==> src/rtl/fetch_pkg.sv <==
// Shared types and constants for the instruction fetch stage.
package fetch_pkg;

    localparam int unsigned DEF_PC_W        = 32;
    localparam int unsigned DEF_IMEM_ADDR_W = 5;
    localparam int unsigned DEF_IMEM_W      = 32;
    localparam int unsigned DEF_IMEM_DEPTH  = 10;
    localparam int unsigned DEF_CNT_W       = 16;

    localparam logic [31:0] EBREAK_INSN = 32'h0010_0073;
    localparam int unsigned PC_STEP     = 4;

    typedef enum logic [1:0] {
        S_IDLE  = 2'd0,
        S_RUN   = 2'd1,
        S_HALT  = 2'd2,
        S_FAULT = 2'd3
    } fetch_state_t;

endpackage

==> src/rtl/fetch_counter.sv <==
// Saturating up-counter with enable, used to count decoder handshakes.
module fetch_counter
    import fetch_pkg::*;
#(
    parameter int unsigned CNT_W = DEF_CNT_W
) (
    input  logic             clk,
    input  logic             rst_n,
    input  logic             i_en,
    output logic [CNT_W-1:0] o_count
);

    always_ff @(posedge clk or negedge rst_n) begin
        if (!rst_n) begin
            o_count <= '0;
        end else if (i_en && (o_count != '1)) begin
            o_count <= o_count + CNT_W'(1);
        end
    end

endmodule

==> src/rtl/instr_fetch_unit.sv <==
// Fetch stage: owns the PC, addresses the combinational instruction memory and
// presents fetched instructions to the decoder through a valid/ready register.
module instr_fetch_unit
    import fetch_pkg::*;
#(
    parameter int unsigned     PC_W        = DEF_PC_W,
    parameter int unsigned     IMEM_ADDR_W = DEF_IMEM_ADDR_W,
    parameter int unsigned     IMEM_W      = DEF_IMEM_W,
    parameter int unsigned     IMEM_DEPTH  = DEF_IMEM_DEPTH,
    parameter logic [PC_W-1:0] RESET_PC    = '0,
    parameter int unsigned     CNT_W       = DEF_CNT_W
) (
    input  logic                   clk,
    input  logic                   rst_n,
    output logic [IMEM_ADDR_W-1:0] Readaddress,
    input  logic [IMEM_W-1:0]      Instruction,
    input  logic                   BranchTaken,
    input  logic [PC_W-1:0]        BranchTarget,
    input  logic                   IfReady,
    output logic                   IfValid,
    output logic [IMEM_W-1:0]      IfInstr,
    output logic [PC_W-1:0]        IfPc,
    output logic                   Halted,
    output logic                   FetchFault,
    output logic [CNT_W-1:0]       FetchCount
);

    localparam int unsigned WORD_W = PC_W - 2;

    fetch_state_t      r_state;
    logic [PC_W-1:0]   r_pc;
    logic [WORD_W-1:0] w_word;
    logic              w_end;
    logic              w_load;
    logic              w_hs;
    logic              w_misaligned;
    logic              w_ebreak;

    // Memory address depends on the PC register only, never on inputs.
    assign Readaddress  = r_pc[IMEM_ADDR_W+1:2];
    assign w_word       = r_pc[PC_W-1:2];
    assign w_end        = (w_word >= WORD_W'(IMEM_DEPTH)) ||
                          (w_word >= WORD_W'(2 ** IMEM_ADDR_W));
    assign w_load       = !IfValid || IfReady;
    assign w_hs         = IfValid && IfReady;
    assign w_misaligned = (BranchTarget[1:0] != 2'b00);
    assign w_ebreak     = (Instruction == IMEM_W'(EBREAK_INSN));

    always_ff @(posedge clk or negedge rst_n) begin
        if (!rst_n) begin
            r_state    <= S_IDLE;
            r_pc       <= RESET_PC;
            IfValid    <= 1'b0;
            IfInstr    <= '0;
            IfPc       <= '0;
            Halted     <= 1'b0;
            FetchFault <= 1'b0;
        end else begin
            case (r_state)
                S_IDLE: r_state <= S_RUN;
                S_RUN: begin
                    // Redirect wins over end-of-program, load and stall.
                    if (BranchTaken) begin
                        IfValid <= 1'b0;
                        if (w_misaligned) begin
                            FetchFault <= 1'b1;
                            r_state    <= S_FAULT;
                        end else begin
                            r_pc <= BranchTarget;
                        end
                    end else if (w_end) begin
                        Halted  <= 1'b1;
                        r_state <= S_HALT;
                        if (w_hs) IfValid <= 1'b0;
                    end else if (w_load) begin
                        IfInstr <= Instruction;
                        IfPc    <= r_pc;
                        IfValid <= 1'b1;
                        r_pc    <= r_pc + PC_W'(PC_STEP);
                        if (w_ebreak) begin
                            Halted  <= 1'b1;
                            r_state <= S_HALT;
                        end
                    end
                end
                default: begin
                    // Terminal states only drain the output register.
                    if (w_hs) IfValid <= 1'b0;
                end
            endcase
        end
    end

    fetch_counter #(
        .CNT_W(CNT_W)
    ) u_fetch_counter (
        .clk    (clk),
        .rst_n  (rst_n),
        .i_en   (w_hs),
        .o_count(FetchCount)
    );

endmodule

==> config.mk <==
export PLATFORM = sky130hd
export DESIGN_NAME = instr_fetch_unit
export DESIGN_NICKNAME = d
export VERILOG_FILES = /design/src/rtl/fetch_pkg.sv /design/src/rtl/fetch_counter.sv /design/src/rtl/instr_fetch_unit.sv
export SDC_FILE = /design/constraint.sdc
export NUM_CORES = 1
export LEC_CHECK = 0
export BUFFER_PORTS_ARGS = -buffer_cell sky130_fd_sc_hd__buf_2
export CORE_UTILIZATION = 35
export DETAILED_ROUTE_END_ITERATION = 10
export PLACE_DENSITY_LB_ADDON = 0.15
export SYNTH_ARGS = -nofsm -noshare
export SYNTH_HDL_FRONTEND = slang
export SYNTH_SLANG_ARGS = --single-unit
==> constraint.sdc <==
create_clock -name clk -period 2.3 [get_ports clk]
set_input_delay 0.345 -clock clk [delete_from_list [all_inputs] [get_ports clk]]
set_output_delay 0.345 -clock clk [all_outputs]
set_load 0.01 [all_outputs]
* Word-level counts from Yosys, hierarchy flattened
Index checks and enable logic that the tools add are counted.
** Word-level totals
- Bits in registers :: 117
- Bits of input ports :: 68
- Output and inout port bits :: 88
- Word-level logic and storage cells :: 58
** Cells by class
- Add/subtract/negate cells :: 2
- $lt $le $gt $ge :: 2
- Eq/ne operators :: 8
- Mux-type cells :: 18
- Bitwise logic cells :: 3
- Reductions and logical operators :: 17
** Operators with widths (count)
- 2-to-1 mux 32 bit :: 4
- adder 32 x 3 -> 32 bit, second input constant :: 1
- equality test 32 x 21 -> 1 bit, second input constant :: 1
- >= comparator 30 x 4 -> 1 bit, second input constant :: 1
- >= comparator 30 x 6 -> 1 bit, second input constant :: 1
- adder 16 x 1 -> 16 bit, second input constant :: 1
- != test 16 bit, second input constant :: 1
- AND reduction 4 bit :: 4
- 2-to-1 mux 2 bit :: 5
- nonzero test 2 bit :: 5
- != test 4 bit, second input constant :: 2
- 2-to-1 mux 1 bit :: 7
- != test 2 bit, second input constant :: 2
- one-hot mux 2 bit (2 select lines) :: 1
- != test 3 bit, second input constant :: 1
- inverter 1 bit :: 3
- AND reduction 3 bit :: 1
- equality test 2 x 1 -> 1 bit, second input constant :: 1
- logical AND 1 bit :: 2
- zero test 2 bit :: 1
- logical OR 1 bit :: 2
- one-hot mux 1 bit (2 select lines) :: 1
- AND reduction 2 bit :: 1
- zero test 1 bit :: 1

* Depth between registers and ports, before layout
- Depth in word-level cells :: 6
- Gate-level depth with buffers :: 8
- Gate-level depth less buffers :: 7

* Hierarchy
A second synthesis with hierarchy kept.
** Unflattened totals
- Cell total of the unflattened synthesis :: 438
- Area total of the unflattened synthesis :: 5173.7 um^2
** Modules (own cells, without submodules)
- instr_fetch_unit :: instances 1, cells each 366, area each 4314.1 um^2
- fetch_counter :: instances 1, cells each 72, area each 859.6 um^2

* Worst setup path after synthesis
No wires, ideal clock.
- Path type :: reg-to-reg
- From :: register r_pc[15]
- To :: register IfPc[3]
- Arrival :: 2.043 ns
- Path slack :: 0.129 ns
- Stages on the path, launching flop included :: 7
- Clock period less this slack :: 2.171 ns
- Cells stage by stage :: dfrtp_1 or4_4 nor3_4 nor3b_2 buf_4 buf_6 mux2_1
** Between the ends
- Word-level cells in the longest chain between the ends :: 4
** Ends and longest elaborated chain
- start: declaration :: RTL line instr_fetch_unit.sv:31 : logic [PC_W-1:0] r_pc;
- start signal: assignment :: RTL line instr_fetch_unit.sv:69 : r_pc <= BranchTarget;
- start signal: assignment :: RTL line instr_fetch_unit.sv:79 : r_pc <= r_pc + PC_W'(PC_STEP);
- >= comparator 30 x 4 -> 1 bit or >= comparator 30 x 6 -> 1 bit (tied branches) :: RTL line instr_fetch_unit.sv:42, instr_fetch_unit.sv:43
- logical OR 1 bit * :: RTL line instr_fetch_unit.sv:42 : assign w_end = (w_word >= WORD_W'(IMEM_DEPTH)) ||
- inverter 1 bit (no line) *
- AND reduction 4 bit (no line) *
- end signal: assignment :: RTL line instr_fetch_unit.sv:77 : IfPc <= r_pc;
- end: declaration :: RTL line instr_fetch_unit.sv:22 : output logic [PC_W-1:0] IfPc,
Mark *: on every way between the ends. The rest lies on a longest branch, timed or not.
A chain may end at the register's enable or synchronous reset.

* Worst setup path in the final report
- From :: register r_pc[22]
- To :: register IfInstr[24]
** Between the ends
- Word-level cells in the longest chain between the ends :: 4
** Ends and longest elaborated chain
- >= comparator 30 x 4 -> 1 bit or >= comparator 30 x 6 -> 1 bit (tied branches) :: RTL line instr_fetch_unit.sv:42, instr_fetch_unit.sv:43
- logical OR 1 bit * :: RTL line instr_fetch_unit.sv:42
- inverter 1 bit (no line) *
- AND reduction 4 bit (no line) *
- end signal: assignment :: RTL line instr_fetch_unit.sv:76 : IfInstr <= Instruction;
- end: declaration :: RTL line instr_fetch_unit.sv:21 : output logic [IMEM_W-1:0] IfInstr,
Marked as above.

==> impl_results.md <==
* Synth Area in XOR/XNOR at 2.32%
* DP HPWL at 8660 µm
* Clk_lat worst skew at 0.41 ns
* Pin count of the biggest net entering global routing at 63
* I/O Buffers at 155
* Die W at 120 µm
* Async set-or-reset flop fraction in the synthesized netlist at 100%
* CP max FO at 12
* Clock sinks at 117
* RSZ-0062 raised after global routing: true
* CTS tree: done
* Maximum clock frequency at 444 MHz
* Worst EP required at 2.59 ns
* Worst Clk Skew at 0.00407 ns
* WL/cell at 15.6 µm
* All-Layer GR Usage at 17.7%
* Root Buffer: clkbuf_16
* Worst endpoint data arrival time at 2.54 ns
* DR iter-0 viols at 212
* Antenna Nets Post-Route at 0
* Worst relative slew slack at 65.9%
* Starting Density at 36.4%
* Max clock buf depth at 2
* Diodes inserted at 0
* CP peak stage delay at 0.40 ns
* Synth Area in Adders at 0.766%
* Int Pwr at 3.93 mW
* Max Slew Vio Count at 0
* Clock power share at 53.3%
* Dpl cells at 737
* Row Count at 42
* Synth Area in Compound Gates at 6.92%
* GRT overflow at 0
* Final TNS setup at 0 ns
* Vias after detailed routing at 3739
* Final worst path period need at 2.25 ns
* Final wirelength at 12100 µm
* Non-filler cells, final at 776
* Primary FF master, synth: dfrtp_1
* Leak at 3.63 nW
* Synth unique cells at 51
* #FFs+latches synth at 117
* Max-cap violations at 0
* Kind of critical path: reg2reg
* Drt first pass iters at 4
* Clock transition at path regs at 0.05 ns
* Synth Net Count at 481
* Max H-tree Level at 4
* Antenna violations before repair at 0
* Vias in the first global route at 3802
* Mean Syn Cell Area at 12.0 µm²
* Synth-to-Final Area Change at 35.7%
* Die H at 120 µm
* DR vias/cell at 4.82
* PwrDens at 744 nW/µm²
* Seq pwr share at 42.5%
* Seq/Total Area, Yosys at 59.7%
* First-pass GRT wire length at 19500 µm
* Die Area at 14500 µm²
* Startpoint Class: flip-flop
* GPL Wtd Cong at 0.780
* CP Buf/Inv Count at 2
* CP top delay family: simple AND/OR/NAND/NOR gates
* Outcome: complete, no violations
* I/O Pins at 156
* Main combinational cell family by area after synthesis: simple AND/OR/NAND/NOR gates
* Worst-Margin Slew at 0.512 ns
* Cell count after synthesis at 410
* Post-synthesis simple-gate area fraction at 17.7%
* Switch Pwr at 1.03 mW
* Post-synthesis mux area share at 8.96%
* Post-Syn Area at 4900 µm²
* Share of cells above drive strength 1 at 37.0%
* VDD IR max at 0.385 mV
* Final Setup Violations at 0
* Fin. Hold Viols at 0
* Drc violations at 0
* CTS buffer count at 17
* EDFF count, synth at 0
* Crit share post-route at 98.0%
* Endpoint class of the critical path: flip-flop
* Hold Path Class: in2reg
* Switching Fraction at 20.7%
* Nets at 659
* Yosys warnings at 0
* CP Cell Sequence: nor4_1 -> nand4_1 -> nor3_4 -> nor3b_4 -> buf_12 -> clkbuf_16 -> mux2_1
* Core ar. at 13500 µm²
* Worst path slowest cell: dfrtp_1
* Logic gate share of total power at 4.2%
## worst paths after layout
kind,start,end,slack [ns],cells past startpoint
max,r_pc[22]$_DFFE_PN0P_,IfInstr[24]$_DFFE_PN0P_,0.05,7
min,BranchTarget[15],r_pc[15]$_DFFE_PN0P_,0.12,3
max reg2reg,r_pc[22]$_DFFE_PN0P_,IfInstr[24]$_DFFE_PN0P_,0.05,7
min reg2reg,FetchFault$_DFFE_PN0P_,FetchFault$_DFFE_PN0P_,0.46,1
max in group asynchronous,rst_n,IfPc[0]$_DFFE_PN0P_,1.10,3
min in group asynchronous,rst_n,IfInstr[0]$_DFFE_PN0P_,0.48,2
## timing repair
action / 4_1_cts / 5_1_grt
resized for setup: 0 / 2
buffers inserted: 0 / 5
hold buffers: 1 / 0
endpoints found under the setup margin: 0 / 47
hold endpoints to repair: 38 / 0
## cells in the mapped netlist, types with 6 or more instances
| master | instances | area share [%] |
|---|---|---|
| xnor2_1 | 10 | 1.8 |
| nor4_1 | 11 | 1.4 |
| inv_1 | 11 | 0.84 |
| mux2_1 | 34 | 7.8 |
| nor2b_1 | 28 | 3.6 |
| nor2_1 | 16 | 1.2 |
| buf_4 | 6 | 0.92 |
| nor3_1 | 8 | 0.82 |
| and4_1 | 7 | 1.3 |
| dfrtp_1 | 117 | 60 |
| nand3_1 | 12 | 1.2 |
| a21oi_1 | 10 | 1.0 |
| nand4_1 | 8 | 1.0 |
| o22a_1 | 8 | 1.4 |
| nand2_1 | 50 | 3.8 |
| clkbuf_1 | 7 | 0.54 |
## logic make-up (layout without fill, tap and decap cells)
group / after synthesis / in the layout
flip-flops: 117 / 117
buffers and inverters: 33 / 223
AO/OA/AOI/OAI: 45 / 45
adder cells (fa/ha/maj): 3 / 3
multiplexers: 39 / 39
AND/OR/NAND/NOR: 160 / 160
XOR/XNOR: 13 / 13
## worst min-delay path, delay by kind of cell
family / cells / cell delay (ns)
buffers and inverters: 1 / 0.08
and+or+nand+nor: 2 / 0.08
## sequential cells by signal, indices dropped and copies added, names as in the netlist
signal / cells
IfPc: 32
FetchFault: 1
r_pc: 32
u_fetch_counter.o_count: 16
IfInstr: 32
IfValid: 1
r_state: 2
Halted: 1
## through the flow
stage | cell area, µm² | hold WS (ns) | setup WS, ns | power (mW) | utilization (%)
floorplan | 4900 | 0.0494 | 0.129 | 2.20 | -
global placement | 5940 | 0.354 | 0.106 | 2.34 | 44.2
detailed placement | 5940 | 0.354 | 0.0514 | 2.35 | 44.2
CTS | 6540 | 0.101 | 0.0260 | 5.01 | 48.6
global route | 6660 | 0.117 | -0.0375 | 5.15 | 49.5
finish | 6660 | 0.120 | 0.0459 | 4.95 | 49.5
## per-layer routing
layer / GRT usage, % / up-vias / routed length [µm]
met2: 27.6 / 122 / 5620
met3: 4.58 / 18 / 666
met1: 23.3 / 1795 / 5610
li1: - / 1804 / -
met4: 7.87 / 0 / 238
met5: 0 / - / 0
## power by group through the flow
| stage | sequential [mW] | clock, mW | combinational [mW] |
|---|---|---|---|
| after floorplan | 2.14 | 0 | 0.0673 |
| after global placement | 2.14 | 0 | 0.206 |
| after detailed placement | 2.14 | 0 | 0.209 |
| after CTS | 2.10 | 2.70 | 0.211 |
| after global routing | 2.11 | 2.80 | 0.236 |
| final | 2.11 | 2.64 | 0.208 |
## placed cells by master (no fill, tap or decap), types with 8 or more instances in the layout
cell type  instances
buf_4             20
nor4_1             9
nor3_1             8
nor2_1            16
buf_2            154
nand3_1           12
inv_1             11
a21oi_1           10
o22a_1             8
nand4_1            8
nand2_1           50
dfrtp_1          117
clkbuf_16         19
xnor2_1           10
mux2_1            34
nor2b_1           28
## final cells by class
| cell class | instances | area [µm²] |
|---|---|---|
| clock inverters | 9 | 128 |
| repair buffers | 181 | 1060 |
| inverters | 11 | 41.3 |
| fillers | 1294 | 6800 |
| multi-input cells | 260 | 1810 |
| well taps | 176 | 220 |
| flip-flops and latches | 117 | 2930 |
| clock buffers | 22 | 464 |
Note: power is estimated with default switching activity, not from simulation.
